<file path="src/rtl/count_seq_checker_sat_counter.sv">
// ----------------------------------------------------------------------------
// sat_counter
// Up counter that sticks at all-ones. A clear on the same edge as an
// increment yields 1, so the event that coincides with the clear is kept.
// Ports:
//   i_clk   : rising-edge clock
//   i_rst_n : asynchronous active-low reset
//   i_inc   : increment request
//   i_clr   : synchronous clear
//   o_cnt   : current count (registered)
// ----------------------------------------------------------------------------
module sat_counter #(
    parameter int W = 8
) (
    input  logic         i_clk,
    input  logic         i_rst_n,
    input  logic         i_inc,
    input  logic         i_clr,
    output logic [W-1:0] o_cnt
);

    logic [W-1:0] r_cnt;

    always_ff @(posedge i_clk or negedge i_rst_n) begin
        if (!i_rst_n) begin
            r_cnt <= '0;
        end else if (i_clr) begin
            r_cnt <= i_inc ? W'(1) : '0;
        end else if (i_inc && !(&r_cnt)) begin
            r_cnt <= r_cnt + W'(1);
        end
    end

    assign o_cnt = r_cnt;

endmodule

</file>
<file path="config.mk">
export PLATFORM = sky130hd
export DESIGN_NAME = sat_counter
export DESIGN_NICKNAME = d
export VERILOG_FILES = /design/src/rtl/count_seq_checker_sat_counter.sv
export SDC_FILE = /design/constraint.sdc
export NUM_CORES = 1
export LEC_CHECK = 0
export ABC_AREA = 0
export CAP_MARGIN = 20
export CORE_AREA = 5 5 42 44
export CTS_BUF_LIST = sky130_fd_sc_hd__clkbuf_4
export CTS_CLUSTER_DIAMETER = 30
export DETAILED_ROUTE_END_ITERATION = 6
export DIE_AREA = 0 0 47 49
export PLACE_DENSITY = 0.72
export SETUP_SLACK_MARGIN = 0.5
export SLEW_MARGIN = 20
export SYNTH_ARGS = -nofsm -noshare
export SYNTH_HDL_FRONTEND = slang
export SYNTH_SLANG_ARGS = --single-unit
</file>
<file path="constraint.sdc">
create_clock -name i_clk -period 2.4 [get_ports i_clk]
set_clock_uncertainty 0.1 [all_clocks]
set_input_delay 0.6 -clock i_clk [delete_from_list [all_inputs] [get_ports i_clk]]
set_output_delay 0.6 -clock i_clk [all_outputs]
set_load 0.01 [all_outputs]
</file>
Yosys cells after proc, flatten, opt, wreduce, memory -nomap -nowiden

Index checks and enable logic that the tools add are counted.

Register bits: 8
Input port bits: 4
Output and inout bits: 8
Logic and storage cells: 9

Add/subtract/negate cells: 1
Mux-type cells: 3
Reduce and logical (&&, ||, !) cells: 4

Operators with widths:

| operator                                     | number |
|---|---|
| two-way mux 8 bit                            | 2 |
| adder 8 x 1 -> 8 bit (second input constant) | 1 |
| AND reduction 8 bit                          | 1 |
| nonzero test 2 bit                           | 1 |
| logical AND 1 bit                            | 1 |
| logical NOT 1 bit                            | 1 |
| two-way mux 1 bit                            | 1 |

Depth between registers and ports, before layout

Depth after elaboration: 5
Depth in mapped cells: 4
Mapped depth without buffers: 4

Worst setup path before layout

No wires, ideal clock.

Path type: reg2reg
Start: reg r_cnt[0] (netlist: o_cnt[0])
End: reg r_cnt[3] (netlist: o_cnt[3])
Setup time: 0.125 ns
Arrival time: 1.373 ns
Required time: 2.175 ns
Slack: 0.802 ns
Cell stages (with the launch flop): 5
Buffers on the path: 0
Clock period less this slack: 1.598 ns
Cells stage by stage: dfrtp_1 ha_1 and3_2 a21oi_2 mux2_4

Word-level cells in the longest chain between the ends: 4
Elaborated cells on any way between the ends: 7

RTL lines:

| element                                                                      | line | source |
|---|---|---|
| start: declaration                                                           | 22   | `logic [W-1:0] r_cnt;` |
| start signal: assignment                                                     | 28   | `r_cnt <= i_inc ? W'(1) : '0;` |
| start signal: assignment                                                     | 30   | `r_cnt <= r_cnt + W'(1);` |
| parallel branches: the longest is 4 deep, another holds adder 8 x 1 -> 8 bit | n/a  |  |

Parallel ways; which one is timed is not known. The select of a mux whose other input is x is not followed.
A chain may end at the register's enable or synchronous reset.

Worst setup path after layout

Start: reg r_cnt[5] (netlist: o_cnt[5])
End: out o_cnt[5]

RTL lines:

| element          | line | source |
|---|---|---|
| end: declaration | 19   | `output logic [W-1:0] o_cnt` |

No word-level cell between the ends.

==> results.cfg <==
[status]
status = completed

[layout]
area.sequential_um2 = 206
layout-drive-gt1-share_pct = 19.0
diodes = 0
fin_cells = 79
largest_register_ffs = 8
multi_input_area_um2 = 259
fillerInstances = 158
layout.nets = 70
area_delta_synth_final_pct = 30.6

[synthesis]
synth_top_area_cell = dfrtp_1
ys_top_cells_by_count = dfrtp_1, a21oi_1, nand2_1
ys_ff_latch = 8
syn_avg_cell_area_um2 = 9.56
ys.flop_type = dfrtp_1
synth_area_um2 = 478
synth.top_cell.area_share_pct = 41.9
synth.most_common_cell = dfrtp_1
netlist_instances = 50
yosysUniqueCellTypes = 27
synthTopCellsByArea = dfrtp_1, a21oi_1, a211oi_1
syn_nets = 55
ys.warnings.count = 0
ys_seq_area_share_pct = 41.9
async_flop_share_pct = 100
synth-edff-count = 0

[worst_setup_path]
critical-path-slowest-cell = clkdlybuf4s50_1
cp-start-kind = register
critPathKind = register to primary output
cp.buffers_inverters = 1
cp_top_family = buffers and inverters
crit_start = o_cnt[5]
r2r_start = o_cnt[0]
crit_fanout = 2
slowest_delay_ns = 0.54
end_kind = primary output
crit_arrival_ns = 1.14
cp_cell_sequence = clkdlybuf4s50_1
cp.required_ns = 1.70

[sta]
timing.fmax_mhz = 542
period_share_pct = 76.8
maxSlewHeadroom_pct = 75.7
fin_crit_ns = 1.84
tns_ns = 0
hold_violations = 0
worstMarginPinSlew_ns = 0.363
setup_viol = 0
rsz0062_at_grt = false
slew_viol_final = 0

[routing]
drc = 0
drtPass1Iterations = 4
via_per_inst = 6.01
dr.first_iter.drc_count = 8
drt_wl_total_um = 1130
ant_nets = 0
wl_per_cell_um = 14.3
vias = 475

[placed_design]
place_congestion = 0.804
hpwl_um = 774
port_buffers = 11
numPlacedInstances = 75

[clock_tree]
cts_buffer_depth = 2
cts_buffers = 3
clkTransAtPathRegs_ns = 0.05
cts_max_level = 1
cts_tree = built
clock_sink_count = 8
clk_latency_ns = 0.26
clockRootBuffer = clkbuf_4

[floorplanning]
initial_core_util_pct = 34.1
die_x_um = 47
rows = 14
fp.coreArea_um2 = 1400
ios = 12
die_h_um = 49
die-area_um2 = 2300

[hold_path]
min_from = o_cnt[5]
min_path_type = register to register

[global_route]
grt_overflow = 0
grt_pass1_vias = 408
grt_max_degree = 11
grt_use_total_pct = 12.0
antenna_found_initial = 0
grt_pass1_wl_um = 1950

[power_and_ir_drop]
p_leak_nw = 0.287
ir_drop_uv = 261
p_per_area_nw_per_um2 = 458

[flow_run]
drv_cap = 0
## area by class of cell
type	instances	area share, %
Multi-Input combinational cell	39	41.5
Sequential cell	8	33.1
Timing Repair Buffer	12	18.0
Clock buffer	3	3.61
Tap cell	16	3.21
Inverter	1	0.601
## final timing paths
check	slack [ns]	cells after the start	to
worst min register to register	0.47	2	o_cnt[5]
worst max-delay path	0.56	1	o_cnt[5]
min in group asynchronous	0.51	1	o_cnt[5]
worst min-delay path	0.47	2	o_cnt[5]
worst max register to register	0.77	4	o_cnt[3]
max in group asynchronous	1.39	1	o_cnt[7]
## cell families after synthesis
logic type	Yosys count	synth area share, %
simple gates	21	25.4
compound gates	15	20.9
flops	8	41.9
buf+inv	3	3.93
mux	2	5.23
fa+ha+maj	1	2.62
## report_power, final
part | internal (W) | switching (W)
registers | 0.000140 | 0.00000727
logic | 0.0000156 | 0.0000182
clock network | 0.0000573 | 0.0000476
## layer usage
metal	GRT usage (%)	wire, um	share of wire (%)
met5	0	0	0
met4	8.29	36	3.2
met3	4.43	97	8.6
met2	14.7	498	44
met1	16.6	497	44
## through the flow
stage / cell area, um2 / hold slack [ns] / total power (W) / setup WS, ns / util (%)
6_report: 624 / 0.473 / 0.000286 / 0.556 / 44.6
4_1_cts: 622 / 0.478 / 0.000290 / 0.502 / 44.4
3_5_place_dp: 593 / 0.445 / 0.000186 / 0.315 / 42.3
2_1_floorplan: 478 / 0.204 / 0.000164 / 0.802 / -
3_3_place_gp: 593 / 0.445 / 0.000186 / 0.386 / 42.3
5_1_grt: 624 / 0.504 / 0.000306 / 0.514 / 44.6
## placed cells by master, fill, tap and decap left out, types with 3 or more instances in the layout
cell type,count
dfrtp_1,3
dlygate4sd2_1,6
dfrtp_2,5
nand2_1,5
clkdlybuf4s50_1,4
clkbuf_4,3
a21oi_1,5
a211oi_1,3
## what timing repair did
action / 4_1_cts / 5_1_grt
hold buffers: 0 / 0
hold endpoints to repair: 0 / 0
gates resized for setup: 11 / 1
endpoints found under the setup margin: 7 / 1
buffers inserted: 1 / 0
Note: power is estimated with default switching activity, not from simulation.
==> patch 1: new RTL, same flow settings <==
The parameter `W` goes from 8 to 9.
--- a/src/rtl/count_seq_checker_sat_counter.sv
+++ b/src/rtl/count_seq_checker_sat_counter.sv
@@ -10,7 +10,7 @@
 //   o_cnt   : current count (registered)
 // ----------------------------------------------------------------------------
 module sat_counter #(
-    parameter int W = 8
+    parameter int W = 9
 ) (
     input  logic         i_clk,
     input  logic         i_rst_n,
Ports: changed (resized o_cnt); port bits go from 12 to 13. No check against the original RTL was run, so the function may have changed too.
==> patch 1 against the unedited design <==
Design area is 12% higher; sequential cell count is 1 higher; setup slack worse by 65 ps; largest cell class unchanged; synthesized area is 1.8% lower; wire length is 0.80% lower; fmax is 3.4% lower; critical path depth stayed put; first-iteration DRC count is 50% lower; global-route usage is 1.7 points lower; total power is 23% higher.
==> patch 1: results (changes against the unedited design) <==
| Metric | Value |
|---|---|
| Final Hold Viols | `0 (unchanged)` |
| Via count | `440 (was 475)` |
| Top cells by area, synth | `dfrtp_1, a21oi_1, ha_1 (was dfrtp_1, a21oi_1, a211oi_1)` |
| CP top delay family | `buffers and inverters (unchanged)` |
| Post-Synthesis Cells | `48 (was 50)` |
| Drt first-iter violations | `4 (was 8)` |
| CP Launch Point | `o_cnt[1] (was o_cnt[5])` |
| Hold Path End | `o_cnt[8] (was o_cnt[5])` |
| Number of antenna diodes | `0 (unchanged)` |
| Max reg flops | `9 (was 8)` |
| Final core utilization | `49.7% (was 44.6%)` |
| Sequential area share after synthesis | `48.0% (was 41.9%)` |
| Vias in the first global route | `395 (was 408)` |
| Syn Nets | `54 (was 55)` |
| Clk buf depth | `2 (unchanged)` |
| Worst r2r src | `o_cnt[0] (unchanged)` |
| Crit path kind | `reg -> out (unchanged)` |
| Final cycle utilization of the critical path | `79.6% (was 76.8%)` |
| Compound-gate portion of the synthesized area | `12.8% (was 20.9%)` |
| R2R Setup Slk | `550 ps (was 770 ps)` |
| VDD IR max | `0.268 mV (was 0.261 mV)` |
| Crit path largest cell delay | `540 ps (about the same)` |
| First-pass GRT wire length | `1710 µm (was 1950 µm)` |
| Worst-Skew Late Latency | `~270 ps` |
| Placer congestion estimate | `0.669 (was 0.804)` |
| Reg2reg end | `o_cnt[7] (was o_cnt[3])` |
| DRT Wirelength | `1120 µm (was 1130 µm)` |
| P_leak | `0.344 nW (was 0.287 nW)` |
| Worst reg2reg path depth | `7 (was 4)` |
| CP endpoint | `o_cnt[1] (was o_cnt[5])` |
| Arr. time, crit path | `1210 ps (was 1140 ps)` |
| DP HPWL | `770 µm (was 774 µm)` |
| Place WS | `280 ps (was 315 ps)` |
| Layout Cells excl Fill | `83 (was 79)` |
| Port bufs | `12 (was 11)` |
| Switching power | `0.0000916 W (was 0.0000731 W)` |
| Hold slack final | `467 ps (was 473 ps)` |
| Top cells by count, synth | `dfrtp_1, a21oi_1, nand2_1 (unchanged)` |
| Post-Synth Adder-Cell Area | `5.33% (was 2.62%)` |
| Slew of the pin with the lowest slew margin | `435 ps (was 363 ps)` |
| XOR/XNOR Fraction of Synth Area | `1.87% (was 0%)` |
| Status | `complete, no violations (unchanged)` |
| Clk slew on worst S/H paths | `70 ps (was 50 ps)` |
| Share of cells above drive strength 1 | `23.9% (was 19.0%)` |
| Critical Path End Type | `output pin (unchanged)` |
| Warnings from Yosys | `0 (unchanged)` |
| Mux cell area share after synthesis | `4.27% (was 5.24%)` |
| Min-delay src | `o_cnt[8] (was o_cnt[5])` |
| Synth cell types | `19 (was 27)` |
| Inst Count DP | `76 (was 75)` |
| Worst-path maximum fanout | `3 (was 2)` |
| Nets | `74 (was 70)` |
| FFs w/ async S/R, synth | `100% (unchanged)` |
| Placed cell area | `629 µm² (was 593 µm²)` |
| WHS Path Cells | `2 (unchanged)` |
| GRT Total Usage | `10.3% (was 12.0%)` |
## patch 1: routing by layer
| metal | vias to the layer above | GRT usage (%) | wire [µm] |
|---|---|---|---|
| li1 | 213 | - | - |
| met2 | 9 | 15.6 | 589 |
| met5 | - | 0 | 0 |
| met4 | 0 | 6.91 | 20 |
| met1 | 214 | 12.5 | 470 |
| met3 | 4 | 2.21 | 41 |
## patch 1: power by group through the flow
stage	registers (W)	clock network [W]	logic (W)
floorplan	0.000169	0	0.0000164
global placement	0.000167	0	0.0000407
detailed placement	0.000167	0	0.0000415
CTS	0.000161	0.000136	0.0000501
global route	0.000163	0.000144	0.0000598
finish	0.000163	0.000137	0.0000520
## patch 1: what timing repair did
item | CTS | global route
resized for setup | 6 | 5
setup buffers | 2 | 1
pin swaps | 0 | 4
endpoints found under the setup margin | 9 | 9
cloned | 0 | 0
## patch 1: cell type report
cell class,count,area [µm²]
fillers,143,704
multi-input cells,37,268
flip-flops and latches,9,228
repair buffers,16,148
clock buffers,4,30.0
well taps,16,20.0
inverters,1,3.75
==> patch 2: new RTL, config.mk and constraints unchanged <==
Made on the original files. Reset style: synchronous (`i_rst_n`), changed in one clocked block. Comments in the files are not updated.
--- a/src/rtl/count_seq_checker_sat_counter.sv
+++ b/src/rtl/count_seq_checker_sat_counter.sv
@@ -21,7 +21,7 @@
 
     logic [W-1:0] r_cnt;
 
-    always_ff @(posedge i_clk or negedge i_rst_n) begin
+    always_ff @(posedge i_clk) begin
         if (!i_rst_n) begin
             r_cnt <= '0;
         end else if (i_clr) begin
Behaviour: differs if i_rst_n is asserted again (counterexample within 4 cycles, from zero or initial values and one cycle with i_rst_n low); with i_rst_n held inactive, the same outputs for 10 cycles.
==> patch 2 against the unedited design <==
Largest power group unchanged; largest cell class unchanged; design area shrank 1.2%; worst hold slack lost 79 ps; wire length fell by 12%; setup slack improved by 120 ps; sequential share of layout area is 6.3 points lower; sequential cell count is the same; synthesized area fell by 3.9%; critical path depth increased by 3; total power down 6.7%.
==> patch 2: results (changes against the unedited design) <==
| Metric | Value |
|---|---|
| VDD IR max | `0.362 mV (was 0.261 mV)` |
| Via density | `5.52 (was 6.01)` |
| Register share of total power | `51.1% (was 51.5%)` |
| FILL cells | `150 (was 158)` |
| Top cells by count, synth | `dfxtp_1, nand2_1, nand2b_1 (was dfrtp_1, a21oi_1, nand2_1)` |
| Fraction of area in multi-input gates | `47.1% (was 41.5%)` |
| Syn Area/Cell | `9.37 µm² (was 9.56 µm²)` |
| Status | `complete, no violations (unchanged)` |
| P_leak | `0.272 nW (was 0.287 nW)` |
| Synth cell types | `26 (was 27)` |
| Worst r2r src | `o_cnt[0] (unchanged)` |
| Post-Synth Adder-Cell Area | `2.72% (was 2.62%)` |
| DP HPWL | `742 µm (was 774 µm)` |
| Vias in the first global route | `376 (was 408)` |
| Switching power | `0.0000632 W (was 0.0000731 W)` |
| Arr. time, crit path | `1810 ps (was 1140 ps)` |
| First-pass GRT wire length | `1590 µm (was 1950 µm)` |
| Slew of the pin with the lowest slew margin | `225 ps (was 363 ps)` |
| Clock-cell share | `3.65% (was 3.61%)` |
| CP Launch Point | `i_inc (was o_cnt[5])` |
| WHS Path Cells | `1 (was 2)` |
| Sequential cell area share | `26.8% (was 33.1%)` |
| Largest net degree at the start of global routing | `10 (was 11)` |
| Worst-path maximum fanout | `6 (was 2)` |
| R2R Setup Slk | `930 ps (was 770 ps)` |
| Top cells by area, synth | `dfxtp_1, mux2i_1, nand2_1 (was dfrtp_1, a21oi_1, a211oi_1)` |
| Sequential area share after synthesis | `34.9% (was 41.9%)` |
| Syn Nets | `54 (was 55)` |
| Inst Count DP | `76 (was 75)` |
| GRT Total Usage | `9.46% (was 12.0%)` |
| Setup bufs post-CTS | `0 (was 1)` |
| Num sequential | `8 (unchanged)` |
| Share of cells above drive strength 1 | `23.8% (was 19.0%)` |
| Mux cell area share after synthesis | `6.54% (was 5.24%)` |
| Placer congestion estimate | `0.749 (was 0.804)` |
| CP endpoint | `o_cnt[5] (unchanged)` |
| Comb pwr | `0.0000228 W (was 0.0000339 W)` |
| FFs w/ async S/R, synth | `0% (was 100%)` |
| DR WL/cell | `12.6 µm (was 14.3 µm)` |
-- patch 2: cell types whose count changed in the layout (fill, tap and decap cells not counted), moves of 3 or more --
cell and change:
dfrtp_2 -5, dfxtp_1 +4, dfxtp_2 +4, nand2b_1 +4
a211oi_1 -3, a21oi_1 -3, dfrtp_1 -3, nand2_1 +3
-- patch 2: layer usage --
layer | vias to the layer above | GRT usage [%] | share of wire, %
met4 | 0 | 6.91 | 2.7
met1 | 198 | 13.3 | 47
li1 | 216 | - | -
met2 | 20 | 11.8 | 43
met5 | - | 0 | 0
met3 | 2 | 2.58 | 7.6
-- patch 2: per-stage QoR --
stage	hold slack [ps]	utilization, %	setup slack, ps	total power [W]
after floorplan	417	-	985	0.000150
after global placement	402	42.2	453	0.000163
after detailed placement	401	42.2	423	0.000163
after CTS	400	43.7	477	0.000270
after global routing	418	44.0	614	0.000279
final	394	44.0	678	0.000267
